[src/rtl/uart_rx_io_pkg.sv]
// Shared constants for the UART receive IO block: IO port numbers, status bit
// positions, receiver state encoding and buffer depth.
// Build option UART_RX_FIFO_EN: 4-entry receive FIFO instead of one holding register.
package uart_rx_io_pkg;

  localparam logic [7:0] PORT_DATA   = 8'h01;
  localparam logic [7:0] PORT_STATUS = 8'h03;

  localparam int ST_AVAIL   = 0;
  localparam int ST_OVERRUN = 1;
  localparam int ST_FRAMING = 2;
  localparam int ST_FULL    = 3;

  typedef enum logic [2:0] {IDLE, START, DATA, STOP, BREAK} rxState_t;

`ifdef UART_RX_FIFO_EN
  localparam int FIFO_DEPTH = 4;
`else
  localparam int FIFO_DEPTH = 1;
`endif

endpackage

[src/rtl/uart_rx_fifo.sv]
// Receive buffer for uart_rx_io. A pop is applied before a push in the same
// cycle, so a full buffer still accepts a byte when it is read at that moment.
// Build option UART_RX_FIFO_EN: 4-entry FIFO; otherwise a single holding register.
module uart_rx_fifo
  import uart_rx_io_pkg::*;
(
  input  logic       clk,
  input  logic       nRESET,
  input  logic       push,
  input  logic [7:0] pushData,
  input  logic       pop,
  output logic [7:0] headData,
  output logic       full,
  output logic [2:0] count,
  output logic       overrunSet
);

`ifdef UART_RX_FIFO_EN
  logic [7:0] mem [FIFO_DEPTH];
  logic [1:0] rdPtr;
  logic [1:0] wrPtr;
  logic [2:0] cnt;
  logic [2:0] cntAfterPop;
  logic       doPop;
  logic       doPush;

  // pop first, then decide whether the push fits
  always_comb begin
    doPop       = pop && (cnt != 3'd0);
    cntAfterPop = cnt - {2'b00, doPop};
    doPush      = push && (cntAfterPop != 3'(FIFO_DEPTH));
    overrunSet  = push && !doPush;
  end

  // pointers wrap 3 -> 0; occupancy 0..4
  always_ff @(posedge clk or negedge nRESET) begin
    if (!nRESET) begin
      rdPtr <= 2'd0;
      wrPtr <= 2'd0;
      cnt   <= 3'd0;
    end else begin
      if (doPop)  rdPtr <= rdPtr + 2'd1;
      if (doPush) wrPtr <= wrPtr + 2'd1;
      cnt <= cntAfterPop + {2'b00, doPush};
    end
  end

  // storage needs no reset; occupancy decides what is valid
  always_ff @(posedge clk) begin
    if (doPush) mem[wrPtr] <= pushData;
  end

  assign headData = mem[rdPtr];
  assign full     = (cnt == 3'(FIFO_DEPTH));
  assign count    = cnt;
`else
  logic [7:0] holdReg;
  logic       valid;
  logic       doPop;
  logic       doPush;

  // a pop frees the register for a push in the same cycle
  always_comb begin
    doPop      = pop && valid;
    doPush     = push && (!valid || doPop);
    overrunSet = push && !doPush;
  end

  // holding register with its valid bit
  always_ff @(posedge clk or negedge nRESET) begin
    if (!nRESET) begin
      holdReg <= 8'h00;
      valid   <= 1'b0;
    end else begin
      valid <= doPush || (valid && !doPop);
      if (doPush) holdReg <= pushData;
    end
  end

  assign headData = holdReg;
  assign full     = valid;
  assign count    = {2'b00, valid};
`endif

endmodule

[src/rtl/uart_rx_io.sv]
// 8N1 UART receiver with a CPU IO-port interface (data port 0x01, status 0x03).
// Build option UART_RX_FIFO_EN: 4-entry receive FIFO instead of one holding register.
//
// state | meaning
// IDLE  | line idle, waiting for a falling edge
// START | counting to mid start bit, rejecting glitches
// DATA  | sampling 8 data bits, LSB first
// STOP  | sampling the stop bit
// BREAK | framing error seen, waiting for the line to return high
module uart_rx_io
  import uart_rx_io_pkg::*;
#(
  parameter int CLK_HZ = 50000000,
  parameter int BAUD   = 115200,
  parameter int OVS    = 16
) (
  input  logic       clk,
  input  logic       nRESET,
  input  logic       uart_rx,
  input  logic [7:0] Address,
  input  logic       IORQ,
  input  logic       RD,
  output logic [7:0] DataOut,
  output logic       data_oe,
  output logic       nINT_RX
);

  localparam int DIV  = CLK_HZ / (BAUD * OVS);
  localparam int DIVW = (DIV > 1) ? $clog2(DIV) : 1;
  localparam int CNTW = (OVS > 1) ? $clog2(OVS) : 1;
  localparam logic [CNTW-1:0] HALF_LAST = CNTW'(OVS / 2 - 1);
  localparam logic [CNTW-1:0] FULL_LAST = CNTW'(OVS - 1);

  logic [1:0]      rxSync;
  logic [1:0]      iorqSync;
  logic [1:0]      rdSync;
  logic            rxPrev;
  logic            rxS;
  logic            rxFall;
  logic [DIVW-1:0] divCnt;
  logic            tick;

  rxState_t        state, stateNext;
  logic [CNTW-1:0] sampleCnt, cntNext;
  logic [2:0]      bitIdx, bitNext;
  logic [7:0]      shiftReg, shiftNext;
  logic            breakHigh, breakHighNext;
  logic            pushEn;
  logic            frameErr;

  logic [7:0]      headData;
  logic            fifoFull;
  logic [2:0]      fifoCount;
  logic            overrunSet;
  logic            avail;
  logic            overrunFlag;
  logic            framingFlag;
  logic            selData;
  logic            selStat;
  logic            oeNext;
  logic            oePrev;
  logic            readWasData;
  logic            popReq;
  logic            clrReq;
  logic [7:0]      statusByte;

  // synchronizers for the line and the CPU strobes; rxPrev feeds edge detection
  always_ff @(posedge clk or negedge nRESET) begin
    if (!nRESET) begin
      rxSync   <= 2'b11;
      iorqSync <= 2'b00;
      rdSync   <= 2'b00;
      rxPrev   <= 1'b1;
    end else begin
      rxSync   <= {rxSync[0], uart_rx};
      iorqSync <= {iorqSync[0], IORQ};
      rdSync   <= {rdSync[0], RD};
      rxPrev   <= rxSync[1];
    end
  end

  assign rxS    = rxSync[1];
  assign rxFall = rxPrev && !rxS;
  assign tick   = (divCnt == DIVW'(DIV - 1));

  // free-running oversample tick divider
  always_ff @(posedge clk or negedge nRESET) begin
    if (!nRESET) divCnt <= '0;
    else         divCnt <= tick ? '0 : divCnt + DIVW'(1);
  end

  // receiver state and datapath registers
  always_ff @(posedge clk or negedge nRESET) begin
    if (!nRESET) begin
      state     <= IDLE;
      sampleCnt <= '0;
      bitIdx    <= 3'd0;
      shiftReg  <= 8'h00;
      breakHigh <= 1'b0;
    end else begin
      state     <= stateNext;
      sampleCnt <= cntNext;
      bitIdx    <= bitNext;
      shiftReg  <= shiftNext;
      breakHigh <= breakHighNext;
    end
  end

  // receiver next-state, sampling and push/error strobes
  always_comb begin
    stateNext     = state;
    cntNext       = sampleCnt;
    bitNext       = bitIdx;
    shiftNext     = shiftReg;
    breakHighNext = breakHigh;
    pushEn        = 1'b0;
    frameErr      = 1'b0;
    case (state)
      IDLE: begin
        if (rxFall) begin
          stateNext = START;
          cntNext   = '0;
        end
      end
      START: begin
        if (tick) begin
          if (sampleCnt == HALF_LAST) begin
            cntNext   = '0;
            bitNext   = 3'd0;
            stateNext = rxS ? IDLE : DATA;
          end else begin
            cntNext = sampleCnt + CNTW'(1);
          end
        end
      end
      DATA: begin
        if (tick) begin
          if (sampleCnt == FULL_LAST) begin
            cntNext   = '0;
            shiftNext = {rxS, shiftReg[7:1]};
            if (bitIdx == 3'd7) stateNext = STOP;
            else                bitNext   = bitIdx + 3'd1;
          end else begin
            cntNext = sampleCnt + CNTW'(1);
          end
        end
      end
      STOP: begin
        if (tick) begin
          if (sampleCnt == FULL_LAST) begin
            cntNext = '0;
            if (rxS) begin
              pushEn    = 1'b1;
              stateNext = IDLE;
            end else begin
              frameErr      = 1'b1;
              breakHighNext = 1'b0;
              stateNext     = BREAK;
            end
          end else begin
            cntNext = sampleCnt + CNTW'(1);
          end
        end
      end
      BREAK: begin
        // leave only after the line has stayed high across a whole tick period
        if (!rxS) begin
          breakHighNext = 1'b0;
        end else if (tick) begin
          if (breakHigh) stateNext = IDLE;
          else           breakHighNext = 1'b1;
        end
      end
      default: stateNext = IDLE;
    endcase
  end

  uart_rx_fifo u_fifo (
    .clk        (clk),
    .nRESET     (nRESET),
    .push       (pushEn),
    .pushData   (shiftReg),
    .pop        (popReq),
    .headData   (headData),
    .full       (fifoFull),
    .count      (fifoCount),
    .overrunSet (overrunSet)
  );

  // port decode, status assembly and end-of-read side effects
  always_comb begin
    avail      = (fifoCount != 3'd0);
    selData    = (Address == PORT_DATA);
    selStat    = (Address == PORT_STATUS);
    oeNext     = iorqSync[1] && rdSync[1] && (selData || selStat);
    popReq     = oePrev && !data_oe && readWasData;
    clrReq     = oePrev && !data_oe && !readWasData;
    statusByte = 8'h00;
    statusByte[ST_AVAIL]   = avail;
    statusByte[ST_OVERRUN] = overrunFlag;
    statusByte[ST_FRAMING] = framingFlag;
    statusByte[ST_FULL]    = fifoFull;
  end

  // registered bus outputs, flags (set beats clear) and interrupt
  always_ff @(posedge clk or negedge nRESET) begin
    if (!nRESET) begin
      data_oe     <= 1'b0;
      DataOut     <= 8'h00;
      oePrev      <= 1'b0;
      readWasData <= 1'b0;
      overrunFlag <= 1'b0;
      framingFlag <= 1'b0;
      nINT_RX     <= 1'b1;
    end else begin
      data_oe <= oeNext;
      oePrev  <= data_oe;
      if (oeNext) begin
        readWasData <= selData;
        DataOut     <= selData ? (avail ? headData : 8'h00) : statusByte;
      end else begin
        DataOut     <= 8'h00;
      end
      if (overrunSet)  overrunFlag <= 1'b1;
      else if (clrReq) overrunFlag <= 1'b0;
      if (frameErr)    framingFlag <= 1'b1;
      else if (clrReq) framingFlag <= 1'b0;
      nINT_RX <= !avail;
    end
  end

endmodule

[config.mk]
export PLATFORM = sky130hd
export DESIGN_NAME = uart_rx_io
export DESIGN_NICKNAME = d
export VERILOG_FILES = /design/src/rtl/uart_rx_io_pkg.sv /design/src/rtl/uart_rx_fifo.sv /design/src/rtl/uart_rx_io.sv
export SDC_FILE = /design/constraint.sdc
export NUM_CORES = 1
export LEC_CHECK = 0
export CORE_UTILIZATION = 25
export CTS_CLUSTER_DIAMETER = 50
export CTS_CLUSTER_SIZE = 24
export DETAILED_ROUTE_END_ITERATION = 8
export GPL_TIMING_DRIVEN = 0
export HOLD_SLACK_MARGIN = 0.03
export PLACE_DENSITY = 0.52
export SYNTH_ARGS = -nofsm -noshare
export SYNTH_HDL_FRONTEND = slang
export SYNTH_SLANG_ARGS = --single-unit
[constraint.sdc]
create_clock -name clk -period 3.9 [get_ports clk]
set_input_delay 0.78 -clock clk [delete_from_list [all_inputs] [get_ports clk]]
set_output_delay 0.78 -clock clk [all_outputs]
set_load 0.01 [all_outputs]
==> results, run 1 <==
- The run finished, with violations left.
- The checks that failed: DRC.
- During synthesis, Yosys emitted a total of 0 warnings.
- The type of the setup path with the least slack is flop to output pin.
- Synthesis inferred between 50 and 60 register bits.
- The initial antenna violation count came to 0.
- For this design, the slowest cell found on the critical path is sky130_fd_sc_hd__clkdlybuf4s50_1.
- The cell accounting for the most synthesized area is sky130_fd_sc_hd__dfrtp_1.
- The number of buffers inserted by post-CTS setup repair is 0.
- The final core utilization is roughly a third.
- The first detailed-routing pass took 8 iterations.
- The critical path goes through clkdlybuf4s50_1.
- The post-synthesis cell type count is 47.
- The combined buffer and inverter count along the critical path is 1.
- The clock root buffer is sky130_fd_sc_hd__clkbuf_8.
- The nature of the critical path endpoint is an output pin.
- The die is ~100 µm wide.
- The via count normalized by instance count is 4.469.
- In this run, synthesis inferred 0 flip-flops with an integrated enable.
- In the final layout, the multi-input gates occupy 900.9 µm².
- The transition time of the tightest slew-check pin is between 0.5 and 0.6 ns.
- The CTS tree is done.
- STA puts the critical path data required time at roughly 3.1 ns.
- The startpoint identified for the worst register-to-register timing path is sampleCnt[0]$_DFFE_PN0P_.
- For this run, the post-layout net count is about 230.
- The detailed router placed around 1400 vias in this run.
- In this run the most critical hold path is launched from rdSync[0]$_DFF_PN0_.
- The first global-routing pass estimated between 6 and 7 mm of wire.
- The tightest slew margin relative to the limit is 61.05%.
- In this run the worst hold path is classified as flop to flop.
- The synthesized netlist cell count is between 150 and 200.
- The minimum clock period after layout is around 2.1 ns.
- For the worst setup path, the data arrival time is between 1 and 1.5 ns.
- The top cell types in the final layout, fill and taps aside, are 50 x sky130_fd_sc_hd__dfrtp_1, 21 x sky130_fd_sc_hd__clkdlybuf4s50_1, 14 x sky130_fd_sc_hd__nor2_1, 12 x sky130_fd_sc_hd__nand2_1.
- The area used by sequential logic in the layout is approximately 1400 µm².
- Along the worst hold path, the cell count comes to 0.
- For this design, the CTS-stage hold fixing added 0 buffers.
- The power per cell area is between 400 and 500 nW/µm².
- For this run, asynchronously set or reset flops after synthesis account for between 90% and 100%.
- Setup repair after global routing left no endpoint under its margin.
- The I/O pin total is 23.
- The worst supply voltage drop on vdd is 0.1630 mV.
- The depth of the most critical reg-to-reg path is 6.
- The clock reaches the later pin of the worst-skew pair after about 0.31 ns.
- Detailed placement finished with a half-perimeter wire length of roughly 2.7 mm.
- The remaining number of nets flagged by the antenna check after routing is 0.
- After detailed routing, the number of remaining DRC violations is 3.
- The number of endpoints with negative hold slack in the final report is 0.
- The count of pins over their slew limit is 0.
- The total standard cell area after synthesis is 2317 µm².
- Of the synthesized area, sequential elements account for between 50% and 60%.
- The setup check on the worst reg-to-reg path leaves a slack of about 2.1 ns.
- The most frequent standard cell in the layout excluding fill and tap cells is sky130_fd_sc_hd__dfrtp_1.
- The highest clock frequency the design can meet is around 470 MHz.
- The launching element type of the critical path is a flop.
- The summed negative setup slack over all endpoints is 0 ns.
- The area share of the largest cell type after synthesis is about 54%.
- The tree built by TritonCTS fans out to 54 sinks.
- The post-synth net total is between 200 and 250.
- For this block, the initial DRC count from the detailed router was 33.
- The synthesized area divided by synthesized cell count is 12.53 µm².
- The number of gates resized after CTS was 0.
- The H-tree was split into 2 levels.
- The clock tree skew after final layout is around 0.010 ns.
- The largest net degree at the start of global routing is 35.
- Compared with the post-synthesis result, the final layout area differs by 20.30%.
- The number of endpoints failing setup at the final stage is 0.
- Fill cells in the final layout number 909.
- After global routing the overflow that remains totals 0.
- In this run the static leakage power is approximately 0.0013 µW.
- The portion of the clock cycle consumed by the worst path in the final layout is between 50% and 60%.
- The number of buffers inserted during clock tree synthesis is 5.
- The weighted congestion at the end of routability-driven global placement is around 0.71.
- The number of maximum-capacitance violations is 0.
- In this run the worst path has a maximum fanout of 1.
- For this run, the total global-route usage over all layers was measured as under 10%.
- The endpoint with the worst hold slack is rdSync[1]$_DFF_PN0_.
- The port buffer count is 22.
- The endpoint of the lowest-slack register-to-register path is u_fifo.headData[1]$_DFFE_PN0P_.
- For this run, the leading register cell type out of synthesis is sky130_fd_sc_hd__dfrtp_1.
- The number of diodes added for antenna fixing is 0.
- Sorting the synthesized cells by area gives the leading types as sky130_fd_sc_hd__dfrtp_1 54%, sky130_fd_sc_hd__mux2_2 4.9%, sky130_fd_sc_hd__dfstp_2 4.5%.
- For this configuration, the core starts out at a cell density of approximately a quarter.
- In this run the core area contains 34 standard-cell rows.
- After detailed routing, the average wire length per cell comes to 11.87 µm.
- The total wire length is approximately 3.8 mm.
- The height of the chip is just under 100 µm.
- The number of global-route vias before repair is ~1400.
- The worst stage delay on the critical path is about 0.53 ns.
- Among cell families on the critical path, the largest total delay comes from buffers and inverters.
- The die covers between 9000 and 10000 µm².
- The clock-pin transition on the worst setup and hold timing paths is about 0.10 ns.
- The number of buffers on the longest clock path is 2.
- The area of the placeable core is ~9000 µm².
- In the final layout, the share of cells above drive strength 1 is between 10% and 20%.
## how the worst max path moves through the flow
| stage | startpoint | slack (ns) | to | cells after the start |
|---|---|---|---|---|
| after floorplan | Address[5] | 2.09 | readWasData$_DFFE_PN0P_ | 4 |
| after global placement | nRESET | 0.35 | bitIdx[2]$_DFFE_PN0P_ | 1 |
| after detailed placement | Address[5] | 1.52 | readWasData$_DFFE_PN0P_ | 5 |
| after CTS | nINT_RX$_DFF_PN1_ | 1.75 | nINT_RX | 1 |
| after global routing | nINT_RX$_DFF_PN1_ | 1.71 | nINT_RX | 1 |
| final | nINT_RX$_DFF_PN1_ | 1.76 | nINT_RX | 1 |
## routing by layer
layer	global-route usage, %	routed length (µm)
met1	11.20	1802
met2	14.08	1783
met3	2.863	190
met4	3.904	70
met5	0	0
## report_power, final
group          switching [µW]  internal [µW]  total, µW
Combinational             111           81.2        192
Sequential               20.7            590        610
Clock                     189            147        335
## metrics by stage
stage               hold slack (ns)  std cells  worst slack (ns)  area, µm²  total power [µW]
CTS                          0.3614        324             1.749       2788              1157
global placement             0.3364        315            0.3536       2673             809.3
detailed placement           0.3370        316             1.518       2688             815.0
global route                 0.3646        324             1.715       2788              1208
finish                       0.3566        324             1.764       2788              1138
floorplan                    0.3312        185             2.094       2317             754.9
## area by class of cell
class | count | share of cell area, %
inverter | 6 | 0.8079
buffer | 6 | 1.347
clock inverter | 2 | 0.6284
timing repair buffer | 23 | 8.438
tap | 108 | 4.847
sequential | 54 | 48.65
multi-input combinational | 119 | 32.32
clock buffer | 6 | 2.962
## cell usage after synthesis, types with 2 or more instances
| library cell | instances |
|---|---|
| sky130_fd_sc_hd__nor2b_1 | 3 |
| sky130_fd_sc_hd__dfrtp_1 | 50 |
| sky130_fd_sc_hd__and4_1 | 2 |
| sky130_fd_sc_hd__mux2_2 | 10 |
| sky130_fd_sc_hd__nor2_1 | 14 |
| sky130_fd_sc_hd__dfstp_2 | 4 |
| sky130_fd_sc_hd__a21oi_1 | 2 |
| sky130_fd_sc_hd__ha_1 | 5 |
| sky130_fd_sc_hd__nand3b_1 | 2 |
| sky130_fd_sc_hd__nand3_1 | 6 |
| sky130_fd_sc_hd__inv_1 | 6 |
| sky130_fd_sc_hd__nand2b_1 | 6 |
| sky130_fd_sc_hd__mux2_1 | 8 |
| sky130_fd_sc_hd__and2_1 | 6 |
| sky130_fd_sc_hd__and3_1 | 3 |
| sky130_fd_sc_hd__buf_2 | 3 |
| sky130_fd_sc_hd__buf_4 | 3 |
| sky130_fd_sc_hd__o21ai_0 | 10 |
| sky130_fd_sc_hd__mux2i_1 | 2 |
| sky130_fd_sc_hd__nand2_1 | 12 |
| sky130_fd_sc_hd__or3b_2 | 2 |
## sequential cells by signal (all words and copies together), names as in the netlist
register	flops
breakHigh	1
rxPrev	1
divCnt	5
DataOut	8
u_fifo.headData	8
shiftReg	8
state	3
oePrev	1
iorqSync	2
rdSync	2
u_fifo.full	1
rxSync	2
nINT_RX	1
overrunFlag	1
bitIdx	3
data_oe	1
sampleCnt	4
readWasData	1
framingFlag	1
## logic make-up after synthesis
group	count (synthesis)	share of synthesized area, %
and+or+nand+nor	68	17.28
xor gates and xnor gates	2	0.7561
muxes	20	9.612
adders and majority gates	5	2.700
buffers and inverters	12	2.591
AOI/OAI and AO/OA	24	8.533
DFF	54	58.53
No activity file was read; power rests on OpenSTA's default activity.
==> run 2: changes to the inputs <==
==> constraint.sdc (replaced) <==
create_clock -name clk -period 2.07 [get_ports clk]
set_input_delay 0.414 -clock clk [delete_from_list [all_inputs] [get_ports clk]]
set_output_delay 0.414 -clock clk [all_outputs]
set_load 0.01 [all_outputs]
==> results of run 2 <==
Same layout as run 1 (identical final DEF). Status: finished with violations: DRC.
Main changes from that run: setup slack after placement 1.518 ns -> 0.05448 ns; setup slack after layout 1.764 ns -> 0.2686 ns; hold slack 0.3566 ns -> 0.05373 ns; start point of the critical path nINT_RX$_DFF_PN1_ -> sampleCnt[0]$_DFFE_PN0P_; end point of the critical path nINT_RX -> u_fifo.headData[1]$_DFFE_PN0P_; register-to-register setup slack 2.10 ns -> 0.27 ns; total power 1138 µW -> 2144 µW; worst IR drop on VDD 0.1630 mV -> 0.3072 mV
==> run 3: changes to the inputs <==
--- a/config.mk
+++ b/config.mk
@@ -10,8 +10,8 @@
 export CTS_CLUSTER_SIZE = 24
 export DETAILED_ROUTE_END_ITERATION = 8
 export GPL_TIMING_DRIVEN = 0
-export HOLD_SLACK_MARGIN = 0.03
 export PLACE_DENSITY = 0.52
 export SYNTH_ARGS = -nofsm -noshare
 export SYNTH_HDL_FRONTEND = slang
+export SYNTH_HIERARCHICAL = 1
 export SYNTH_SLANG_ARGS = --single-unit
==> results, run 3 <==
- In this run the remaining antenna-violating nets after routing total 0.
- Clock tree synthesis found a total of 54 sinks.
- The floorplan step set the die height to ~100 µm.
- The number of endpoints with negative hold slack in the final report is 0.
- The number of maximum-capacitance violations is 0.
- The number of cell rows is 35.
- The routed design has between 4 and 5 mm of wire.
- For this block, the initial DRC count from the detailed router was 40.
- The most used flip-flop cell after synthesis is sky130_fd_sc_hd__dfrtp_1.
- Yosys instantiated no cell more often than sky130_fd_sc_hd__dfrtp_1.
- Pin placement for this block handled 23 I/O pins.
- The via count normalized by instance count is between 4 and 5.
- The synthesized area divided by synthesized cell count is 12.05 µm².
- The count of pins over their slew limit is 0.
- The final core utilization is between 30 and 40%.
- The first-pass GRT wire length is 7.300 mm.
- Summed over all nets, the half-perimeter wirelength after detailed placement is between 2 and 3 mm.
- After detailed routing, the average wire length per cell comes to between 10 and 15 µm.
- The minimum clock period after layout is 2.026 ns.
- For this design the static power due to leakage is approximately 0.0014 µW.
- The DRC violation count after routing is 0.
- Across every metal layer, demand over resource in global routing totals a little under a tenth.
- The proportion of layout cells with a drive suffix above 1 is between 20 and 30%.
- In this run the clock root is driven by a sky130_fd_sc_hd__clkbuf_8.
- The clock-pin transition on the worst setup and hold timing paths is about 0.1 ns.
- The cell accounting for the most synthesized area is sky130_fd_sc_hd__dfrtp_1.
- The number of buffers inserted during clock tree synthesis is 5.
- The number of global-route vias before repair is 1583.
- The proportion of register bits with asynchronous set or reset after synthesis is between 90% and 100%.
- The portion of the clock cycle consumed by the worst path in the final layout is between 90% and 100%.
- At the end of routability-driven placement, the weighted congestion stood at around 0.75.
- In the layout the commonest cells are 50 x sky130_fd_sc_hd__dfrtp_1, 19 x sky130_fd_sc_hd__clkdlybuf4s50_1, 15 x sky130_fd_sc_hd__nand2_1, 13 x sky130_fd_sc_hd__nor2_1.
- After synthesis the netlist holds a flip-flop and latch count of 54.
- The number of hold buffers added after cts is 0.
- By area the synthesized netlist is led by sky130_fd_sc_hd__dfrtp_1 53%, sky130_fd_sc_hd__mux2_4 5.1%, sky130_fd_sc_hd__dfstp_2 4.5%.
- TritonCTS built the clock tree.
- The nature of the critical path endpoint is a flop.
- The area added between synthesis and finish is 26.82%.
- STA puts the critical path data required time at between 2 and 2.5 ns.
- The fraction of the yosys area taken by sequential cells is between 50% and 60%.
- OpenSTA, run right after detailed placement, puts the worst setup slack at -0.3015 ns.
- The area of the placeable core is 9196 µm².
- The latest clock arrival within the worst-skew pair is 0.30 ns.
- The total standard cell area after synthesis is approximately 2400 µm².
- Overall power consumption after layout is estimated at 1970 µW.
- The type of the setup path with the least slack is flop to flop.
- In the synthesized netlist, the cells that appear most often are 50 x sky130_fd_sc_hd__dfrtp_1, 15 x sky130_fd_sc_hd__nand2_1, 13 x sky130_fd_sc_hd__nor2_1.
- Based on the critical path, the design can be clocked at up to 493.5 MHz.
- The number of detailed-routing iterations run before antenna repair is 4.
- Setup repair after global routing could not meet its margin everywhere.
- The initial antenna violation count was 0.
- The count of buffers added on input and output ports is 22.
- For the pin with the worst max-slew slack, the measured transition is around 0.73 ns.
- The flow ran to the end, and the final reports show no timing, DRC or antenna violations.
- The post-synthesis cell type count is 44.
- Once routing completed, OpenROAD measured the worst setup slack at 0.04385 ns.
- The launching element type of the critical path is a flop.
- 0 antenna diodes ended up in the layout.
- The total overflow left after global routing is 0.
- The maximum net fanout on the critical path is 3.
- The summed negative setup slack over all endpoints is 0 ns.
- Data arrives at the worst endpoint at between 2 and 2.5 ns.
- Across the VDD grid, the largest voltage drop is between 0.2 and 0.25 mV.
- The tightest hold path in the finished design has a slack of 0.01573 ns.
- The worst hold-check path type is input port to async pin.
- The clock arrives with approximately 0.011 ns of skew.
- The synthesized netlist cell count is between 150 and 200.
- The total via count after detailed routing is about 1500.
- The top cell type by area accounts for a little over half of the synthesized area.
- The largest net degree at the start of global routing is 42.
- The tightest slew margin relative to the limit is between 50% and 60%.
- The net count of the finished layout is 252.
- The die covers a little under 10000 µm².
- The die is between 90 and 100 µm wide.
- The number of buffers on the longest clock path is 2.
- The power per cell area is 658.0 nW/µm².
- The number of endpoints failing setup at the final stage is 0.
- The synthesized design contains 0 enable-type register cells.
- The number of warnings reported in the yosys synthesis log is 6.
- The level count of the clock H-tree is 2.
- The library cell used most frequently in the layout, excluding fill and tap cells, is sky130_fd_sc_hd__dfrtp_1.
- The initial core utilization is 25.67%.
==> run 3: cell types whose count changed after synthesis, moves of 3 or more <==
cell                       before  now
sky130_fd_sc_hd__mux2_4         0    8
sky130_fd_sc_hd__a21o_1         0    3
sky130_fd_sc_hd__mux2_1         8    2
sky130_fd_sc_hd__clkbuf_1       0    3
sky130_fd_sc_hd__nand2b_1       6    1
sky130_fd_sc_hd__nand2_1       12   15
sky130_fd_sc_hd__nor3_1         1    4
==> run 3: worst paths after layout <==
| check | from | end | slack, ns | depth (start not counted) |
|---|---|---|---|---|
| setup / recovery | bitIdx[0]$_DFFE_PN0P_ | bitIdx[0]$_DFFE_PN0P_ | 0.04 | 6 |
| hold / removal | nRESET | state[0]$_DFFE_PN0P_ | 0.02 | 1 |
| setup reg to reg | bitIdx[0]$_DFFE_PN0P_ | bitIdx[0]$_DFFE_PN0P_ | 0.04 | 6 |
| hold reg to reg | rdSync[0]$_DFF_PN0_ | rdSync[1]$_DFF_PN0_ | 0.36 | 0 |
| max in group asynchronous | nRESET | nINT_RX$_DFF_PN1_ | 1.47 | 2 |
| min in group clk | rdSync[0]$_DFF_PN0_ | rdSync[1]$_DFF_PN0_ | 0.36 | 0 |
==> run 3: per-layer routing <==
metal | part of all wire, % | GRT usage, % | wire length (µm) | vias to the layer above
met5 | 0 | 0 | 0 | -
met4 | 0.53 | 2.941 | 22 | 0
met3 | 2.7 | 2.600 | 112 | 2
met2 | 46 | 14.47 | 1925 | 17
met1 | 51 | 12.35 | 2105 | 742
li1 | - | - | - | 758
==> run 3: kinds of logic (layout without fill, tap and decap cells) <==
family	count (synthesis)	after routing	synth area share (%)
other	1	2	0.1588
DFF	54	54	57.45
muxes	21	21	11.13
xor gates and xnor gates	2	2	0.7421
AOI/OAI and AO/OA	25	25	6.678
and+or+nand+nor	72	72	18.07
adders and majority gates	5	5	2.650
buffers and inverters	16	54	3.127
==> run 3: critical path: stages (launching register included) <==
cell and delay [ns]:
sky130_fd_sc_hd__dfrtp_1 0.40, sky130_fd_sc_hd__ha_2 0.20, sky130_fd_sc_hd__ha_4 0.17, sky130_fd_sc_hd__nor4bb_4 0.29, sky130_fd_sc_hd__a21oi_2 0.05, sky130_fd_sc_hd__or4_4 0.51, sky130_fd_sc_hd__mux2_4 0.31
==> run 3: what timing repair did <==
item	in CTS	in global routing
setup buffers	3	4
pin swaps	2	5
gates resized for setup	2	18
endpoints found under the setup margin	16	10
==> run 3: metrics by stage <==
step / cells / area, µm²
6_report: 346 / 2994
5_1_grt: 346 / 2994
4_1_cts: 342 / 2887
3_5_place_dp: 331 / 2739
3_3_place_gp: 330 / 2724
2_1_floorplan: 197 / 2365
==> run 3: power by group <==
group          internal [µW]  switching, µW  leakage [µW]  total [µW]
combinational           64.9            106      0.000654         171
sequential              1080           17.5      0.000713        1100
clock                    363            340     0.0000585         703
==> run 3: area by class of cell <==
type / count / area [µm²]
Buffer: 8 / 51.30
Sequential cell: 54 / 1356
Multi-Input combinational cell: 127 / 1012
Inverter: 8 / 30.03
Fill cell: 943 / 6202
Clock inverter: 3 / 43.79
Clock buffer: 5 / 68.82
Tap cell: 111 / 138.9
Timing Repair Buffer: 30 / 292.8
